<file path="src/rtl/pipe_pkg.sv">
// Shared definitions for the secure elastic pipeline.
//   clog2_min1 : bit width needed to hold values 0..n-1, never less than 1
//   DROP_SAT   : saturation value of the discarded-item counter at its default width
package pipe_pkg;

  localparam int unsigned DROP_CNT_W_DEF = 16;
  localparam logic [DROP_CNT_W_DEF-1:0] DROP_SAT = '1;

  function automatic int unsigned clog2_min1(input int unsigned n);
    int unsigned w;
    w = $clog2(n);
    return (w < 1) ? 1 : w;
  endfunction

endpackage

</file>
<file path="src/rtl/secure_pipe_stage.sv">
// One register stage of the secure elastic pipeline.
// Ports:
//   clk, reset         clock and asynchronous active-high reset
//   flush              synchronous clear of this stage (wins over adv)
//   adv                stage may take a new item from its predecessor this edge
//   prev_valid/data    item offered by the predecessor (or the input port)
//   valid/data         current stage contents; data is zero whenever valid is low
module secure_pipe_stage #(
  parameter int unsigned DATA_W = 32
) (
  input  logic              clk,
  input  logic              reset,
  input  logic              flush,
  input  logic              adv,
  input  logic              prev_valid,
  input  logic [DATA_W-1:0] prev_data,
  output logic              valid,
  output logic [DATA_W-1:0] data
);

  always_ff @(posedge clk or posedge reset) begin
    if (reset) begin
      valid <= 1'b0;
      data  <= '0;
    end else if (flush) begin
      valid <= 1'b0;
      data  <= '0;
    end else if (adv) begin
      // Loading a bubble scrubs the payload so stale data never lingers.
      valid <= prev_valid;
      data  <= prev_valid ? prev_data : '0;
    end
  end

endmodule

</file>
<file path="src/rtl/secure_elastic_pipeline.sv">
// Elastic valid/ready register pipeline with bubble collapsing, secure zeroing of
// empty stages, synchronous flush, live occupancy and a saturating drop counter.
// Ports:
//   clk, reset            clock and asynchronous active-high reset
//   in_data/valid/ready   producer handshake (stage 0 side)
//   flush                 clears every stage; counts valid items destroyed
//   out_data/valid/ready  consumer handshake (last stage side)
//   occupancy             number of valid stages
//   drop_count            saturating total of items discarded by flushes
module secure_elastic_pipeline
  import pipe_pkg::*;
#(
  parameter int unsigned DATA_W     = 32,
  parameter int unsigned DEPTH      = 3,
  parameter int unsigned DROP_CNT_W = 16,
  localparam int unsigned OCC_W     = clog2_min1(DEPTH + 1)
) (
  input  logic                  clk,
  input  logic                  reset,
  input  logic [DATA_W-1:0]     in_data,
  input  logic                  in_valid,
  output logic                  in_ready,
  input  logic                  flush,
  output logic [DATA_W-1:0]     out_data,
  output logic                  out_valid,
  input  logic                  out_ready,
  output logic [OCC_W-1:0]      occupancy,
  output logic [DROP_CNT_W-1:0] drop_count
);

  localparam int unsigned SUM_W = ((DROP_CNT_W > OCC_W) ? DROP_CNT_W : OCC_W) + 1;
  localparam logic [SUM_W-1:0] SAT_EXT = (SUM_W'(1) << DROP_CNT_W) - SUM_W'(1);

  logic [DEPTH-1:0]  stage_valid;
  logic [DATA_W-1:0] stage_data [DEPTH];
  logic [DEPTH-1:0]  adv;
  logic              adv_chain;
  logic              accept;
  logic              deliver;

  logic [OCC_W-1:0]      occ_q, occ_d;
  logic [DROP_CNT_W-1:0] drop_q, drop_d;
  logic [SUM_W-1:0]      drop_sum;

  // A stage can take a new item when it is empty or its own item moves on.
  // Walking from the output back makes any hole ahead open every stage behind it.
  always_comb begin
    adv       = '0;
    adv_chain = out_ready;
    for (int i = DEPTH - 1; i >= 0; i--) begin
      adv_chain = !stage_valid[i] || adv_chain;
      adv[i]    = adv_chain;
    end
  end

  assign in_ready  = adv[0] && !flush;
  assign out_valid = stage_valid[DEPTH-1] && !flush;
  assign out_data  = stage_data[DEPTH-1];
  assign accept    = in_valid && in_ready;
  assign deliver   = out_valid && out_ready;

  for (genvar i = 0; i < DEPTH; i++) begin : g_stage
    logic              prev_valid;
    logic [DATA_W-1:0] prev_data;

    if (i == 0) begin : g_head
      assign prev_valid = accept;
      assign prev_data  = in_data;
    end else begin : g_body
      assign prev_valid = stage_valid[i-1];
      assign prev_data  = stage_data[i-1];
    end

    secure_pipe_stage #(
      .DATA_W(DATA_W)
    ) u_stage (
      .clk       (clk),
      .reset     (reset),
      .flush     (flush),
      .adv       (adv[i]),
      .prev_valid(prev_valid),
      .prev_data (prev_data),
      .valid     (stage_valid[i]),
      .data      (stage_data[i])
    );
  end

  always_comb begin
    occ_d = occ_q;
    if (flush) begin
      occ_d = '0;
    end else if (accept && !deliver) begin
      occ_d = occ_q + OCC_W'(1);
    end else if (!accept && deliver) begin
      occ_d = occ_q - OCC_W'(1);
    end
  end

  // Widened sum so the saturation test cannot itself overflow.
  always_comb begin
    drop_sum = SUM_W'(drop_q) + SUM_W'(occ_q);
    drop_d   = drop_q;
    if (flush) begin
      drop_d = (drop_sum > SAT_EXT) ? DROP_CNT_W'(SAT_EXT) : drop_sum[DROP_CNT_W-1:0];
    end
  end

  always_ff @(posedge clk or posedge reset) begin
    if (reset) begin
      occ_q  <= '0;
      drop_q <= '0;
    end else begin
      occ_q  <= occ_d;
      drop_q <= drop_d;
    end
  end

  assign occupancy  = occ_q;
  assign drop_count = drop_q;

endmodule

</file>
<file path="config.mk">
export PLATFORM = sky130hd
export DESIGN_NAME = secure_elastic_pipeline
export DESIGN_NICKNAME = d
export VERILOG_FILES = /design/src/rtl/pipe_pkg.sv /design/src/rtl/secure_pipe_stage.sv /design/src/rtl/secure_elastic_pipeline.sv
export SDC_FILE = /design/constraint.sdc
export NUM_CORES = 1
export LEC_CHECK = 0
export ABC_AREA = 1
export BUFFER_PORTS_ARGS = -buffer_cell sky130_fd_sc_hd__buf_2
export CORE_MARGIN = 1.5
export CORE_UTILIZATION = 55
export DETAILED_ROUTE_END_ITERATION = 6
export PLACE_DENSITY = 0.79
export SYNTH_ARGS = -nofsm -noshare
export SYNTH_HDL_FRONTEND = slang
export SYNTH_SLANG_ARGS = --single-unit
</file>
<file path="constraint.sdc">
create_clock -name clk -period 3.75 [get_ports clk]
set_input_delay 0.1875 -clock clk [delete_from_list [all_inputs] [get_ports clk]]
set_output_delay 0.1875 -clock clk [all_outputs]
set_load 0.05 [all_outputs]
</file>
# --- After elaboration in Yosys (flattened, before gate mapping) ---
# Cells that the tools add are included.
word_totals:
  reg_bits: 117
  inputBits: 37
  word_cells: 50
  output_inout_bits: 52
op_classes:
  n_addsub: 3
  reduce_logical: 19
  magnitude_cmp: 1
  muxes: 19
op_table:
  columns: ["op", "count"]
  rows:
  - ["32-bit 2-to-1 mux", 9]
  - ["16-bit by 2-bit adder with 17-bit output", 1]
  - ["17-bit by 16-bit > comparator with 1-bit output, second input constant", 1]
  - ["16-bit 2-to-1 mux", 1]
  - ["1-bit logical AND", 6]
  - ["1-bit zero test", 6]
  - ["1-bit 2-to-1 mux", 6]
  - ["2-bit 2-to-1 mux", 3]
  - ["2-bit nonzero test", 3]
  - ["1-bit logical OR", 3]
  - ["3-bit nonzero test", 1]
  - ["2-bit by 1-bit adder with 2-bit output, second input constant", 1]
  - ["2-bit by 1-bit subtractor with 2-bit output, second input constant", 1]

# --- Longest topological paths before layout ---
depth:
  depth_word: 11
  mapped_depth: 10
  mapped_depth_nobuf: 10

# --- Hierarchy ---
# From an unflattened synthesis, not the netlist that was laid out.
unflattened:
  cells_unflattened: 629
  hier_area_um2: 5560.3
modules_own_cells:
  columns: ["module", "seq_area_each_um2", "instances", "cells_each", "area_per_inst_um2"]
  rows:
  - ["secure_pipe_stage", 825.8, 3, 149, 1430.1]
  - ["secure_elastic_pipeline", 450.4, 1, 182, 1270.0]

# --- Least setup slack after synthesis ---
# Ideal clock, no wire load.
synth_path:
  path_kind: "reg2reg"
  from: "reg occ_q[0], in the netlist occupancy[0]"
  to: "reg drop_q[15], in the netlist drop_count[15]"
  setup_slack_ns: 1.776
  n_path_buf: 1
  synth_period_minus_slack_ns: 1.974
  path_stages_with_launch: 9
  arrival_time_ns: 1.845
  setup_time_ns: 0.130
  path_cell_list: "dfrtp_1 > ha_1 > fa_1 > nand3_1 > nand3b_1 > nor2_2 > nand3_2 > buf_6 > nand3_1"
synth_via:
  elab_chain_cells: 3
synth_lines:
  columns: ["item", "line", "rtl"]
  rows:
  - ["start: declaration", "secure_elastic_pipeline.sv:41", "logic [OCC_W-1:0] occ_q, occ_d;"]
  - ["start signal: assignment", "secure_elastic_pipeline.sv:110", "occ_q <= '0;"]
  - ["start signal: assignment", "secure_elastic_pipeline.sv:113", "occ_q <= occ_d;"]
  - ["16-bit by 2-bit adder with 17-bit output (*)", "secure_elastic_pipeline.sv:101", "drop_sum = SUM_W'(drop_q) + SUM_W'(occ_q);"]
  - ["17-bit by 16-bit > comparator with 1-bit output", "secure_elastic_pipeline.sv:104", "drop_d = (drop_sum > SAT_EXT) ? DROP_CNT_W'(SAT_EXT) : drop_sum[DROP_CNT_W-1:0];"]
  - ["16-bit 2-to-1 mux (*)", "secure_elastic_pipeline.sv:104", null]
  - ["end signal: assignment", "secure_elastic_pipeline.sv:114", "drop_q <= drop_d;"]
  - ["end: declaration", "secure_elastic_pipeline.sv:42", "logic [DROP_CNT_W-1:0] drop_q, drop_d;"]
# Every way passes the cells marked *; elsewhere a longest branch is shown, timed or not.
# A chain may end at the register's enable or synchronous reset.

# --- Final worst setup path ---
layout_path:
  from: "reg g_stage[2].u_stage.valid"
  to: "out out_valid"
layout_via:
  elab_chain_cells: 1
layout_lines:
  columns: ["item", "line", "rtl"]
  rows:
  - ["start: declaration", "secure_pipe_stage.sv:17", "output logic valid,"]
  - ["start signal: assignment", "secure_pipe_stage.sv:30", "valid <= prev_valid;"]
  - ["1-bit logical AND", "secure_elastic_pipeline.sv:57", "assign out_valid = stage_valid[DEPTH-1] && !flush;"]
  - ["end: declaration", "secure_elastic_pipeline.sv:25", "output logic out_valid,"]
# No other way between the ends.

==> results.md <==
* Setup_tns at 0 ns
* EDFF count, synth at 0
* Clock-pin slew on the worst setup and hold paths at 0.06 ns
* Total GRT Usage at a little over a quarter
* WL/cell at 16.0 um
* Max clock buf depth at 2
* Number of nets in the layout at 680
* DPL Wire Length at approximately 7200 um
* PwrDens at between 500 and 600 nW/um2
* Register area share after synthesis at 59.7%
* Fin. Hold Viols at 0
* Antenna diodes at 0
* CTS Root Cell: clkbuf_8
* HP Start: flush
* Initial Util at 56.5%
* Power, Total at 0.00350 W
* DR iter-0 viols at 252
* DRT Wirelength at 12200 um
* Share of layout cells above drive strength 1 at roughly a fifth
* Reg2reg setup slack at 1.45 ns
* Initial DRT Pass Iterations at 5
* Placer Congestion at between 0.8 and 0.9
* Final setup vio count at 0
* Synth warn at 0
* RR Endpoint: g_stage[1].u_stage.data[0]
* Peak VDD IR at 301 uV
* Row cnt at 34
* Drt drc at 0
* Fmax achieved at 419 MHz
* Die area at 9490 um2
* CP Capture Type: output pin
* Port Buf Inserts at 88
* Core Region at 8680 um2
* # clock sinks at 117
* Tcrit/Tclk final at 63.6%
* Final Max Slew Viols at 0
* Vias in the first global route at 4237
* MaxCap Viol Count at 0
* Critical path required time at 3.56 ns
* Gr ovfl total at 0
* Mapped Area at just under 5000 um2
* Hold Crit Class: primary input to flop
* Synthesized Nets at roughly 570
* Crit path max fanout at 17
* RSZ-0062 raised after global routing: no
* CTS tree: yes
* Ports at 89
* Largest net degree at the start of global routing at 75
* DRT antenna net count at 0
* Die W at 97.4 um
* DR vias at 4303
* Most instantiated library cell after synthesis: dfrtp_1
* CP Data Arrival Time at 2.20 ns
* Post-CTS Resized at 0
* Hold path cells at 3
* Dominant cell type by area after synthesis: dfrtp_1
* Post-synth top cells: dfrtp_1, inv_1, nand3_1
* Async S/R FF share, synth at 100%
* R2R cell count at 5
* Worst-Skew Late Latency at 0.51 ns
* Tightest Pin Transition at 0.940 ns
* CTS buffer count at 17
* Area contributors post-synth: dfrtp_1, nand3_1, inv_1, o21ai_0, o22ai_1
* Share of the synthesized area in the top cell type at roughly three fifths
* First-pass GRT wire length at 20000 um
* Hold worst-path end: drop_count[14]
* Cells after Synth at between 500 and 600
* Antenna violations before repair at 0
* WS Path Type: flop to output pin
* Clock Skews at 0.00791 ns
* H-Tree Depth at 4
* Syn-to-layout area delta at 29.4%
* Synth cell types at 30
* Slew headroom at ~37%
* Setup bufs post-CTS at 0
* Vias per cell at 5.65
* FF+latch count, synth at 117
* Post-synth top flop: dfrtp_1
* Status: finished clean
* Critical Path Source Type: flop
* Period minus WS final at 2.38 ns
* Die height at slightly below 100 um
* Worst R2R Start: g_stage[2].u_stage.valid
* LEAKAGE at between 3 and 4 nW
* Synthesized area per cell at 9.34 um2
## layer usage
metal	GRT usage, %	part of all wire, %
met1	33.1	40
met4	12.5	3.0
met3	6.47	5.3
met2	44.2	52
met5	0	0
## worst max-delay path, cell delays in order (launching register included)
cell and delay (ns):
dfrtp_1 0.40, inv_1 0.07, nor2_2 0.57, buf_4 0.34, buf_2 0.31
## layout make-up
class,count,area [um2]
inverter,89,337
clock buffer,20,445
multi-input combinational,291,1510
sequential,117,2930
timing repair buffer,124,793
fill,636,2330
tap,108,135
clock inverter,12,201
## where the power goes
group          switching [W]  leakage, nW  internal [W]  total, W
sequential         0.0000560         1.60       0.00131   0.00137
combinational       0.000269         1.18      0.000110  0.000379
clock               0.000569        0.311       0.00118   0.00175
total               0.000893         3.09       0.00261   0.00350
## kinds of logic after synthesis
| family | after synthesis | share of synthesized area [%] |
|---|---|---|
| adder cells (fa/ha/maj) | 3 | 0.918 |
| flip-flops | 117 | 59.7 |
| XOR/XNOR | 4 | 0.714 |
| buffers and inverters | 117 | 9.62 |
| AND/OR/NAND/NOR | 175 | 17.1 |
| AO/OA/AOI/OAI | 109 | 12.0 |
## layout by cell type (no fill, tap or decap), types with 5 or more instances in the layout
master         synthesis  routed
dfrtp_1              117     117
buf_2                  7      88
inv_1                 84      83
nand3_1               83      83
o21ai_0               61      61
nand2_1               53      53
dlygate4sd3_1          0      33
o22ai_1               32      32
nor2_1                17      17
clkbuf_16              0      16
o21ai_1               12      12
nand4_1                7       7
inv_2                  5       5
bufinv_16              0       5
## through the flow
| stage | cells | setup WS, ns | instance area, um2 | utilization, % | hold WS, ns |
|---|---|---|---|---|---|
| after floorplan | 525 | 0.462 | 4900 | - | 0.338 |
| after global placement | 696 | 1.38 | 5370 | 61.9 | 0.418 |
| after detailed placement | 696 | 1.28 | 5370 | 61.9 | 0.423 |
| after CTS | 761 | 1.36 | 6340 | 73.1 | 0.0867 |
| after global routing | 761 | 1.22 | 6340 | 73.1 | 0.125 |
| final | 761 | 1.37 | 6340 | 73.1 | 0.111 |
## repair_timing
action | CTS | global route
endpoints found under the hold margin | 104 | 0
hold buffers | 33 | 0
endpoints found under the setup margin | 0 | 0
## how the worst max path moves through the flow
stage	startpoint	to	slack, ns
2_1_floorplan	reset	drop_count[0]	0.46
3_3_place_gp	out_ready	g_stage[1].u_stage.data[11]	1.38
3_5_place_dp	out_ready	g_stage[1].u_stage.data[2]	1.28
4_1_cts	g_stage[2].u_stage.valid	out_valid	1.36
5_1_grt	g_stage[2].u_stage.valid	out_valid	1.22
6_report	g_stage[2].u_stage.valid	out_valid	1.37
## sequential cells by signal (all words and copies together), names as in the netlist
name and flops:
occupancy 2, g_stage.u_stage.valid 3, g_stage.u_stage.data 96, drop_count 16
No activity file was read; power rests on OpenSTA's default activity.
